**src/rtl/lvds_pkg.sv**
```systemverilog
// rtl/lvds_pkg.sv - shared types and constants for the LVDS transmit mapper
package lvds_pkg;

  typedef enum logic [1:0] {
    IDLE    = 2'd0,
    WAIT_VS = 2'd1,
    RUN     = 2'd2
  } state_e;

  typedef logic [6:0] lane_word_t;

  // D0..D6 = 1,1,0,0,0,1,1 : four high, three low bit times around the pixel
  localparam lane_word_t CLK_WORD = 7'b1100011;

  // {R,G,B} full-scale flags per bar index: W, Y, C, G, M, R, B, K
  localparam logic [7:0][2:0] BAR_TABLE = {
    3'b000, 3'b001, 3'b100, 3'b101, 3'b010, 3'b011, 3'b110, 3'b111
  };

  function automatic logic [2:0] bar_rgb(input logic [2:0] idx);
    return BAR_TABLE[idx];
  endfunction

endpackage

```
**src/rtl/lvds_bar_gen.sv**
```systemverilog
// rtl/lvds_bar_gen.sv - eight vertical colour bars keyed to the active-pixel position
module lvds_bar_gen
  import lvds_pkg::*;
#(
  parameter int BAR_W = 128
) (
  input  logic       pclk_i,
  input  logic       rst_i,
  input  logic       de_i,
  output logic [7:0] r_o,
  output logic [7:0] g_o,
  output logic [7:0] b_o
);

  logic [11:0] pix_cnt_q, pix_cnt_d;
  logic [2:0]  bar_q, bar_d;
  logic [2:0]  rgb;

  // Count pixels inside the current bar; blanking returns to the left edge
  always_comb begin
    pix_cnt_d = pix_cnt_q;
    bar_d     = bar_q;
    if (!de_i) begin
      pix_cnt_d = '0;
      bar_d     = '0;
    end else if (pix_cnt_q == 12'(BAR_W - 1)) begin
      pix_cnt_d = '0;
      bar_d     = bar_q + 3'd1;
    end else begin
      pix_cnt_d = pix_cnt_q + 12'd1;
    end
  end

  // Pixel and bar counter registers
  always_ff @(posedge pclk_i or posedge rst_i) begin
    if (rst_i) begin
      pix_cnt_q <= '0;
      bar_q     <= '0;
    end else begin
      pix_cnt_q <= pix_cnt_d;
      bar_q     <= bar_d;
    end
  end

  assign rgb = bar_rgb(bar_q);
  assign r_o = {8{rgb[2]}};
  assign g_o = {8{rgb[1]}};
  assign b_o = {8{rgb[0]}};

endmodule

```
**src/rtl/lvds_tx_mapper.sv**
```systemverilog
// rtl/lvds_tx_mapper.sv - RGB888 to 7:1 LVDS lane words with start-up sequencer; LVDS_TX_PATTERN_EN adds colour bars
module lvds_tx_mapper
  import lvds_pkg::*;
#(
  parameter string FORMAT      = "VESA",
  parameter int    LANES       = 4,
  parameter int    IDLE_CYCLES = 1024,
  parameter int    BAR_W       = 128
) (
  input  logic       PCLK,
  input  logic       RESET,
  input  logic       I_HS,
  input  logic       I_VS,
  input  logic       I_DE,
  input  logic [7:0] I_R,
  input  logic [7:0] I_G,
  input  logic [7:0] I_B,
  input  logic       I_PAT_SEL,
  output logic [6:0] O_CLK,
  output logic [6:0] O_LANE0,
  output logic [6:0] O_LANE1,
  output logic [6:0] O_LANE2,
  output logic [6:0] O_LANE3,
  output logic       O_ACTIVE
);

  // 18 bpp links only carry the upper six bits, which is exactly the JEIDA L0-L2 layout
  localparam bit JEIDA_MAP = (FORMAT == "JEIDA") || (LANES == 3);
  localparam int CNT_W     = (IDLE_CYCLES > 1) ? $clog2(IDLE_CYCLES) : 1;

  logic [7:0] pix_r, pix_g, pix_b;

`ifdef LVDS_TX_PATTERN_EN
  logic [7:0] bar_r, bar_g, bar_b;

  lvds_bar_gen #(.BAR_W(BAR_W)) u_bar_gen (
    .pclk_i (PCLK),
    .rst_i  (RESET),
    .de_i   (I_DE),
    .r_o    (bar_r),
    .g_o    (bar_g),
    .b_o    (bar_b)
  );

  assign pix_r = I_PAT_SEL ? bar_r : I_R;
  assign pix_g = I_PAT_SEL ? bar_g : I_G;
  assign pix_b = I_PAT_SEL ? bar_b : I_B;
`else
  logic unused_cfg;
  assign unused_cfg = I_PAT_SEL ^ (BAR_W == 0);
  assign pix_r = I_R;
  assign pix_g = I_G;
  assign pix_b = I_B;
`endif

  logic       s1_hs_q, s1_vs_q, s1_de_q, vs_prev_q;
  logic [7:0] s1_r_q, s1_g_q, s1_b_q;

  // Stage 1: capture syncs and pixel; keep the previous VS for frame-edge detection
  always_ff @(posedge PCLK or posedge RESET) begin
    if (RESET) begin
      s1_hs_q   <= 1'b0;
      s1_vs_q   <= 1'b0;
      s1_de_q   <= 1'b0;
      s1_r_q    <= '0;
      s1_g_q    <= '0;
      s1_b_q    <= '0;
      vs_prev_q <= 1'b0;
    end else begin
      s1_hs_q   <= I_HS;
      s1_vs_q   <= I_VS;
      s1_de_q   <= I_DE;
      s1_r_q    <= pix_r;
      s1_g_q    <= pix_g;
      s1_b_q    <= pix_b;
      vs_prev_q <= s1_vs_q;
    end
  end

  state_e           state_q, state_d;
  logic [CNT_W-1:0] cnt_q, cnt_d;
  logic             vs_fall;

  assign vs_fall = vs_prev_q & ~s1_vs_q;

  // Sequencer: clock-only lock time, then wait for the end of a vertical sync pulse
  always_comb begin
    state_d = state_q;
    cnt_d   = cnt_q;
    case (state_q)
      IDLE: begin
        if (cnt_q == CNT_W'(IDLE_CYCLES - 1)) state_d = WAIT_VS;
        else                                  cnt_d   = cnt_q + CNT_W'(1);
      end
      WAIT_VS: if (vs_fall) state_d = RUN;
      RUN:     state_d = RUN;
      default: state_d = IDLE;
    endcase
  end

  // Sequencer state and lock-time counter
  always_ff @(posedge PCLK or posedge RESET) begin
    if (RESET) begin
      state_q <= IDLE;
      cnt_q   <= '0;
    end else begin
      state_q <= state_d;
      cnt_q   <= cnt_d;
    end
  end

  logic       m_de;
  logic [7:0] m_r, m_g, m_b;
  lane_word_t l0_d, l1_d, l2_d, l3_d;

  // Stage 2 mapping: syncs only while waiting for a frame, everything once running
  always_comb begin
    m_de = (state_q == RUN) & s1_de_q;
    m_r  = (state_q == RUN) ? s1_r_q : 8'h00;
    m_g  = (state_q == RUN) ? s1_g_q : 8'h00;
    m_b  = (state_q == RUN) ? s1_b_q : 8'h00;
    if (JEIDA_MAP) begin
      l0_d = {m_g[2], m_r[7:2]};
      l1_d = {m_b[3:2], m_g[7:3]};
      l2_d = {m_de, s1_vs_q, s1_hs_q, m_b[7:4]};
      l3_d = {1'b0, m_b[1:0], m_g[1:0], m_r[1:0]};
    end else begin
      l0_d = {m_g[0], m_r[5:0]};
      l1_d = {m_b[1:0], m_g[5:1]};
      l2_d = {m_de, s1_vs_q, s1_hs_q, m_b[5:2]};
      l3_d = {1'b0, m_b[7:6], m_g[7:6], m_r[7:6]};
    end
    if (LANES == 3) l3_d = '0;
    if (state_q == IDLE) begin
      l0_d = '0;
      l1_d = '0;
      l2_d = '0;
      l3_d = '0;
    end
  end

  lane_word_t clk_q, l0_q, l1_q, l2_q, l3_q;
  logic       active_q;

  // Stage 2 output registers feeding the serializers directly
  always_ff @(posedge PCLK or posedge RESET) begin
    if (RESET) begin
      clk_q    <= '0;
      l0_q     <= '0;
      l1_q     <= '0;
      l2_q     <= '0;
      l3_q     <= '0;
      active_q <= 1'b0;
    end else begin
      clk_q    <= CLK_WORD;
      l0_q     <= l0_d;
      l1_q     <= l1_d;
      l2_q     <= l2_d;
      l3_q     <= l3_d;
      active_q <= (state_q == RUN);
    end
  end

  assign O_CLK    = clk_q;
  assign O_LANE0  = l0_q;
  assign O_LANE1  = l1_q;
  assign O_LANE2  = l2_q;
  assign O_LANE3  = l3_q;
  assign O_ACTIVE = active_q;

endmodule

```
**config.mk**
```make
export PLATFORM = sky130hd
export DESIGN_NAME = lvds_tx_mapper
export DESIGN_NICKNAME = d
export VERILOG_FILES = /design/src/rtl/lvds_pkg.sv /design/src/rtl/lvds_bar_gen.sv /design/src/rtl/lvds_tx_mapper.sv
export SDC_FILE = /design/constraint.sdc
export NUM_CORES = 1
export LEC_CHECK = 0
export BUFFER_PORTS_ARGS = -buffer_cell sky130_fd_sc_hd__buf_4
export CAP_MARGIN = 20
export CORE_MARGIN = 1.5
export CORE_UTILIZATION = 25
export DETAILED_ROUTE_END_ITERATION = 6
export GPL_ROUTABILITY_DRIVEN = 0
export HOLD_SLACK_MARGIN = 0.06
export PLACE_DENSITY = 0.45
export SLEW_MARGIN = 30
export SYNTH_ARGS = -nofsm -noshare
export SYNTH_HDL_FRONTEND = slang
export SYNTH_SLANG_ARGS = --single-unit
export TNS_END_PERCENT = 20
```
**constraint.sdc**
```tcl
create_clock -name PCLK -period 2.1 [get_ports PCLK]
set_clock_uncertainty 0.1 [all_clocks]
set_input_delay 0.21 -clock PCLK [delete_from_list [all_inputs] [get_ports PCLK]]
set_output_delay 0.21 -clock PCLK [all_outputs]
set_load 0.01 [all_outputs]
```
# Yosys cells after proc, flatten, opt, wreduce, memory -nomap -nowiden
# Cells that the tools add are included.
[totals]
register_bits = 70
input_bits = 30
output_inout_bits = 36
wordCells = 38
[op_classes]
addsub = 1
eq_ne = 5
muxes = 10
bitwise = 4
reduce_logical = 3
[ops]
columns = ["operator", "n"]
rows = [
  ["$mux W8", 3],
  ["$mux W7", 3],
  ["$add A10 B1 Y10 const B", 1],
  ["$eq A10 B10 Y1 const B", 1],
  ["$mux W6", 1],
  ["$pmux W2 S3", 1],
  ["$mux W2", 2],
  ["$ne A2 B2 Y1 const B", 2],
  ["$reduce_and A2 Y1", 2],
  ["$and A1 B1 Y1", 2],
  ["$eq A2 B1 Y1 const B", 1],
  ["$eq A2 B2 Y1 const B", 1],
  ["$logic_not A2 Y1", 1],
  ["$not A1 Y1", 2],
]

# Logic depth before layout (Yosys ltp)
# Gate-level depths: netlist (run 1).
[logic_depth]
ltp_word = 4
mapped_depth = 7
depth_no_buf = 6

# Worst setup path before layout (run 1)
# Ideal clock, no wire load.
[synth_timing]
path_type = "register -> register"
start = "reg cnt_q[0]"
end = "reg state_q[1]"
setup_time_ns = 0.127
t_arrival_ns = 1.619
required_ns = 1.873
setup_slack_ns = 0.253
stages_incl_launch_ff = 7
path_buffers = 1
period_less_slack_ns = 1.847
path_cell_list = "dfrtp_1 -> ha_1 -> nand4_2 -> or3_1 -> buf_2 -> a21oi_2 -> mux2_1"
[synth_via]
elab_chain_cells = 3
[synth_rtl]
columns = ["element", "line_no", "source"]
rows = [
  ["start, declared", "lvds_tx_mapper.sv:81", "logic [CNT_W-1:0] cnt_q, cnt_d;"],
  ["start signal, assigned", "lvds_tx_mapper.sv:108", "cnt_q <= cnt_d;"],
  ["$eq A10 B10 Y1", "lvds_tx_mapper.sv:92", "if (cnt_q == CNT_W'(IDLE_CYCLES - 1)) state_d = WAIT_VS;"],
  ["$ne A2 B2 Y1 (no source line)", "-", ""],
  ["$reduce_and A2 Y1 (no source line)", "-", ""],
  ["end signal, assigned", "lvds_tx_mapper.sv:107", "state_q <= state_d;"],
  ["end, declared", "lvds_tx_mapper.sv:80", "state_e state_q, state_d;"],
]
# Every way passes these cells.
# A chain may end at the register's enable or synchronous reset.

# Worst setup path after layout (run 1)
# Same ends and word-level chain as after synthesis.

==> impl_results.md, run 1 <==
- Final setup violation count: 0
- Setup Fix Bufs, Post-CTS: 0
- GRT Total Usage: 9.25%
- Die area: 9800 sq um
- Fin crit period: 1960 ps
- Sum Neg Setup Slack: 0 ps
- Syn Inst Count: between 150 and 200
- Post-synth cell types: 25
- Met3 GRT Util: 4.61%
- Antenna-violating nets left: 0
- Slew Limit Fails: 0
- Port bufs: 60
- Die Y: about 100 um
- Max_slew headroom: 65.8%
- YS warnings: 0
- Power Density: approximately 750 nW/um^2
- Crit-path max FO: 5
- Area post-placement: 2880 sq um
- Post-DR wirelength/cell: 11.2 um
- Worst path required time: 2210 ps
- Fmax: 509 MHz
- Fill cells: between 800 and 900
- Most Crowded Layer GR: met2
- Global Route met2 Usage: 14.5%
- # hold bufs at CTS: 28
- CTS Buffer Depth: 2
- Critical path arrival: 2080 ps
- Post-route DRC violation count: 0
- Clock H-tree levels: 3
- Post-synthesis sequential area ratio: 74.9%
- Core footprint: 8810 sq um
- Sink Count: 69
- Final Hold Vio Count: 0
- Overflow after GRT: 0
- First-pass GRT wire length: 6.86 mm
- Avg Cell Area, Syn: between 10 and 15 sq um
- Maxcap violations: 0
- Status: finished, final reports clean
- WL final: 4.12 mm
- DR iter-0 viols: 30
- Final net count: 288
- First-pass iteration count of the detailed router: 4
- CTS tree: built
- Antenna Cells: 0
- WS Path Type: flop to flop
- Initial Util: 26.2%
- Worst vdd ir: 0.000467 V
- Final Cycle Share: 93.5%
- Die Wd: 99.0 um
- Initial antenna violation count: 0
- Post-CTS sizing: 0
- Layout cells sized above 1: 32.8%
- DP HPWL: around 2.6 mm
- Clock-pin slew on the worst setup and hold paths: 70 ps
- CTS root buf: clkbuf_8
- Grt met1 use: 10.6%
- Worst-Margin Slew: 511 ps
- Rows: 34
- Crit end category: flop
- Yosys reg bits: 69
- Final instance area: roughly 3400 sq um
- Unrepaired setup endpoints after global routing: no
- Num CTS Buffers: 9
- Synthesized area: around 2300 sq um
- Lkg Pwr: between 1.5 and 2 nW
- HP Class: flop to flop
- Top Ports: 66
- Area growth syn-to-layout: 45.6%
- Largest net degree at the start of global routing: 39
- CP startpoint kind: flop
- Via count: 1435
- Vias in the first global route: 1454
- Avg Vias per Cell: approximately 4
- Clock latency on the worst-skew pair: 330 ps
- Total power: 2.53 mW
## worst paths after layout
kind | start | endpoint | slack, ps | cells after the start
hold / removal | s1_vs_q$_DFF_PP0_ | vs_prev_q$_DFF_PP0_ | 280 | 0
setup reg to reg | cnt_q[0]$_DFFE_PP0P_ | state_q[1]$_DFFE_PP0P_ | 140 | 5
hold reg to reg | s1_vs_q$_DFF_PP0_ | vs_prev_q$_DFF_PP0_ | 280 | 0
min in group asynchronous | RESET | O_LANE2[4]$_DFF_PP0_ | 340 | 3
max in group asynchronous | RESET | s1_de_q$_DFF_PP0_ | 1020 | 4
setup / recovery | cnt_q[0]$_DFFE_PP0P_ | state_q[1]$_DFFE_PP0P_ | 140 | 5
## sequential cells by signal, summed over array words and instances (netlist names), 2 cells and up
register  count
O_LANE0       7
O_LANE1       7
O_LANE2       7
O_LANE3       6
cnt_q        10
s1_b_q        8
s1_g_q        8
s1_r_q        8
state_q       2
## cell type report
class,instances,area [sq um],share of cell area [%]
clock buffer,12,145,4.33
timing repair buffer,92,773,23.0
multi-input combinational,78,513,15.3
clock inverter,4,47.5,1.42
inverter,4,15.0,0.447
tap,108,135,4.03
sequential,69,1730,51.5
## logic make-up after synthesis
logic type	share of synthesized area [%]
flops	74.9
compound gates	2.33
other cells	0.326
simple gates	12.6
fa+ha+maj	2.17
xor+xnor	1.52
buf+inv	3.64
mux	2.44
## per-stage QoR
step / utilization, % / worst slack, ps / cells / hold slack [ps]
2_1_floorplan: - / 50.1 / 162 / 141
3_3_place_gp: 32.7 / 161 / 323 / 150
3_5_place_dp: 32.7 / 155 / 323 / 146
4_1_cts: 38.1 / 136 / 367 / 288
5_1_grt: 38.1 / 59.9 / 367 / 305
6_report: 38.1 / 136 / 367 / 281
## cell usage after synthesis
| cell type | n | area share [%] |
|---|---|---|
| a21boi_0 | 1 | 0.33 |
| buf_2 | 1 | 0.22 |
| mux2_1 | 2 | 0.98 |
| dfrtp_1 | 69 | 75 |
| xnor2_1 | 4 | 1.5 |
| a21oi_2 | 1 | 0.38 |
| a21oi_1 | 3 | 0.65 |
| nand3_1 | 4 | 0.87 |
| or3_1 | 1 | 0.27 |
| nor2b_1 | 3 | 0.81 |
| conb_1 | 2 | 0.33 |
| nor3_1 | 1 | 0.22 |
| buf_4 | 7 | 2.3 |
| inv_1 | 4 | 0.65 |
| nor2_1 | 4 | 0.65 |
| nand2_1 | 7 | 1.1 |
| o21a_1 | 1 | 0.33 |
| clkbuf_1 | 3 | 0.49 |
| and2_1 | 25 | 6.8 |
| and3_1 | 2 | 0.54 |
| ha_1 | 4 | 2.2 |
| nand4_1 | 3 | 0.81 |
| o21ai_0 | 3 | 0.65 |
| nand4_2 | 1 | 0.54 |
| mux2_2 | 3 | 1.5 |
## metal layers
metal	wire length [um]	share of wire [%]	vias to the layer above
li1	-	-	683
met3	248	6.0	9
met1	1840	45	693
met2	1910	46	50
met4	116	2.8	0
met5	0	0	-
## power by group
part	switching, mW	internal [mW]
clock	0.470	0.578
combinational	0.0478	0.0765
sequential	0.00558	1.36
## cells in the final DEF (no fill, tap or decap), types with 3 or more instances in the layout
| cell | synthesis | final |
|---|---|---|
| clkbuf_8 | 0 | 10 |
| buf_4 | 7 | 63 |
| and2_1 | 25 | 25 |
| nand2_1 | 7 | 7 |
| nor2_1 | 4 | 4 |
| conb_1 | 2 | 5 |
| dlygate4sd3_1 | 0 | 28 |
| nand4_1 | 3 | 3 |
| mux2_2 | 3 | 3 |
| o21ai_0 | 3 | 3 |
| a21oi_1 | 3 | 3 |
| nand3_1 | 4 | 4 |
| xnor2_1 | 4 | 4 |
| dfrtp_1 | 69 | 69 |
| inv_1 | 4 | 3 |
| ha_1 | 4 | 4 |
## worst max-delay path, cell delays in order, from the launching register on
cell	delay, ps
dfrtp_1	420
ha_1	250
nand4_2	150
or3_1	430
a21oi_2	170
mux2_1	320
Power figures use the tool's default switching activity.
==> run 2, diff against run 1 <==
Settings changed: ABC_AREA set to 1, PLACE_DENSITY 0.45 to 0.44.
==> impl_results.md, run 2 <==
- Fmax: 629 MHz (+23%)
- Avg Cell Area, Syn: 11.0 sq um (-24%)
- Max reg flops: 10 (unchanged)
- Clock latency on the worst-skew pair: 340 ps (about the same)
- Antenna Cells: 0 (unchanged)
- Vias in the first global route: 1628 (+12%)
- Num CTS Buffers: 9 (unchanged)
- Most common cell after layout, fill and taps aside: dfrtp_1
- Reg2reg setup slack: 510 ps (+370 ps)
- Commonest cells in the netlist: 69 x dfrtp_1, 68 x nand2_1, 31 x nor2_1
- Hold WS: 281 ps (+0.353 ps)
- Layout cells sized above 1: 26.9% (-5.9 points)
- FF-to-FF path depth: 5 (unchanged)
- Crit-path max FO: 24 (+19)
- Unrepaired setup endpoints after global routing: no
- Post-synth top area cell: dfrtp_1
- Status: finished, final reports clean
- Clock-pin slew on the worst setup and hold paths: 70 ps (about the same)
- Antenna-violating nets left: 0 (unchanged)
- GRT Total Usage: 10.3% (+1.0 points)
- Via count: 1704 (+19%)
- Post-synth top flop: dfrtp_1
- Final Cycle Share: 75.7% (-18 points)
- Area growth syn-to-layout: 44.5%
- Post-synth ARST share: 100% (unchanged)
- Fin crit period: 1590 ps (-373 ps)
- Die area: 10600 sq um (+7.6%)
- HP Class: flop to flop
- WS Path Type: flop to flop
- Final Hold Vio Count: 0 (unchanged)
- EDFF count, synth: 0 (unchanged)
- Worst-Margin Slew: 527 ps (+15.4 ps)
- Final net count: 352 (+22%)
- Die Y: 103 um (+3.7%)
- WHS Path Cells: 0 (unchanged)
- Initial antenna violation count: 0 (unchanged)
- Post-synth cell types: 21 (-16%)
- Ranking of synthesized cells by area: dfrtp_1 69%, nand2_1 10%, nor2_1 4.7%
- Mux cell area share after synthesis: 0% (-2.4 points)
- CP startpoint kind: flop
- Final setup violation count: 0 (unchanged)
- Avg Vias per Cell: 3.74 (-4.4%)
- YS warnings: 0 (unchanged)
- CTS tree: built
- First-pass GRT wire length: 7.92 mm (+16%)
- Worst vdd ir: 0.000249 V (-47%)
- Syn Inst Count: 226 (+42%)
- Xor/xnor share of the synthesized area: 1.41% (-0.11 points)
- Critical path arrival: 1760 ps (-320 ps)
- Slew Limit Fails: 0 (unchanged)
- Maxcap violations: 0 (unchanged)
- Post-synthesis sequential area ratio: 69.5% (-5.5 points)
- Post-route DRC violation count: 0 (unchanged)
- Clock H-tree levels: 3 (unchanged)
- Overflow after GRT: 0 (unchanged)
- Count leader, synth: dfrtp_1
- Largest family of logic cells by synthesized area: simple AND/OR/NAND/NOR gates
- CTS root buf: clkbuf_8
- Rows: 36 (+5.9%)
- Most frequent cells in the layout: 69 x dfrtp_1, 68 x nand2_1, 61 x buf_4
- Post-Synth Simple-Gate Area: 19.3% (+6.7 points)
- Sum Neg Setup Slack: 0 ps (unchanged)
- Yosys reg bits: 69 (unchanged)
- Power Density: 760 nW/um^2 (+0.71%)
- DR iter-0 viols: 57 (+90%)
- Fill cells: 998 (+16%)
- CTS Buffer Depth: 2 (unchanged)
- Core footprint: 9730 sq um (+10%)
- Post-synthesis compound-gate area fraction: 0.956% (-1.4 points)
- Synthesized area: 2490 sq um (+7.9%)
- Max_slew headroom: 64.8% (-1.0 points)
- DP HPWL: 3.08 mm (+19%)
- Synth Area in Adders: 2.01% (-0.16 points)
- Worst path required time: 2270 ps (+60 ps)
- Lkg Pwr: 1.74 nW (+5.3%)
- Die Wd: 103 um (+3.7%)
- First-pass iteration count of the detailed router: 4 (unchanged)
- Port bufs: 60 (unchanged)
- Largest net degree at the start of global routing: 28 (-28%)
- Post-DR wirelength/cell: 10.6 um (-5.1%)
- WL final: 4.85 mm (+18%)
- Initial Util: 25.6% (-0.62 points)
- Biggest register: cnt_q
- Synth top area share: 69.5% (-5.5 points)
- Top Ports: 66 (unchanged)
- Crit end category: flop
- Sink Count: 69 (unchanged)
## run 2: metal layers
layer / vias up / routed length (um) / GRT usage, % / part of all wire, %
li1: 848 / - / - / -
met1: 804 / 2230 / 13.1 / 46
met2: 42 / 2290 / 15.4 / 47
met3: 10 / 259 / 4.20 / 5.3
met4: 0 / 72 / 4.43 / 1.5
met5: - / 0 / 0 / 0
## run 2: cell type report
type	count	area [sq um]	area share (%)
timing repair buffer	92	798	22.2
clock buffer	11	151	4.21
multi-input combinational	130	608	16.9
clock inverter	5	81.3	2.26
sequential	69	1730	48.1
tap	133	166	4.63
inverter	16	60.1	1.67
## run 2: path summary, 6_finish.rpt
| kind | from | end |
|---|---|---|
| min reg2reg | s1_vs_q$_DFF_PP0_ | vs_prev_q$_DFF_PP0_ |
| min in group asynchronous | RESET | s1_r_q[0]$_DFF_PP0_ |
| max reg2reg | state_q[0]$_DFFE_PP0P_ | state_q[0]$_DFFE_PP0P_ |
| max | state_q[0]$_DFFE_PP0P_ | state_q[0]$_DFFE_PP0P_ |
| min | s1_vs_q$_DFF_PP0_ | vs_prev_q$_DFF_PP0_ |
| max in group asynchronous | RESET | O_LANE3[1]$_DFF_PP0_ |
## run 2: what timing repair did
item                      in CTS  in global routing
hold buffers                  28                  0
setup buffers                  0                  0
hold endpoints to repair      47                  0
resized for setup              0                  0
## run 2: kinds of logic after synthesis
kind of cell,Yosys count
AOI/OAI and AO/OA,4
xor gates and xnor gates,4
adders and majority gates,4
buffers and inverters,30
DFF,69
other,2
and+or+nand+nor,113
## run 2: critical path: stages (launching register included)
cell     delay [ps]
dfrtp_1         400
inv_1            90
ha_1            390
buf_4           360
nand3_1         120
nand2_1          80
## run 2: through the flow
step / instances / setup WS, ps / area (sq um) / utilization, % / total power, mW
2_1_floorplan: 229 / 50.1 / 2500 / - / 1.42
3_5_place_dp: 412 / 467 / 3080 / 31.6 / 1.48
6_report: 456 / 509 / 3590 / 36.9 / 2.73
5_1_grt: 456 / 361 / 3590 / 36.9 / 2.87
4_1_cts: 456 / 452 / 3590 / 36.9 / 2.79
3_3_place_gp: 412 / 478 / 3080 / 31.6 / 1.48
## run 2: power by group
part | internal [mW] | leakage, nW | switching [mW]
sequential | 1.36 | 0.883 | 0.00747
clock | 0.736 | 0.116 | 0.504
combinational | 0.0791 | 0.744 | 0.0487
total | 2.17 | 1.74 | 0.560
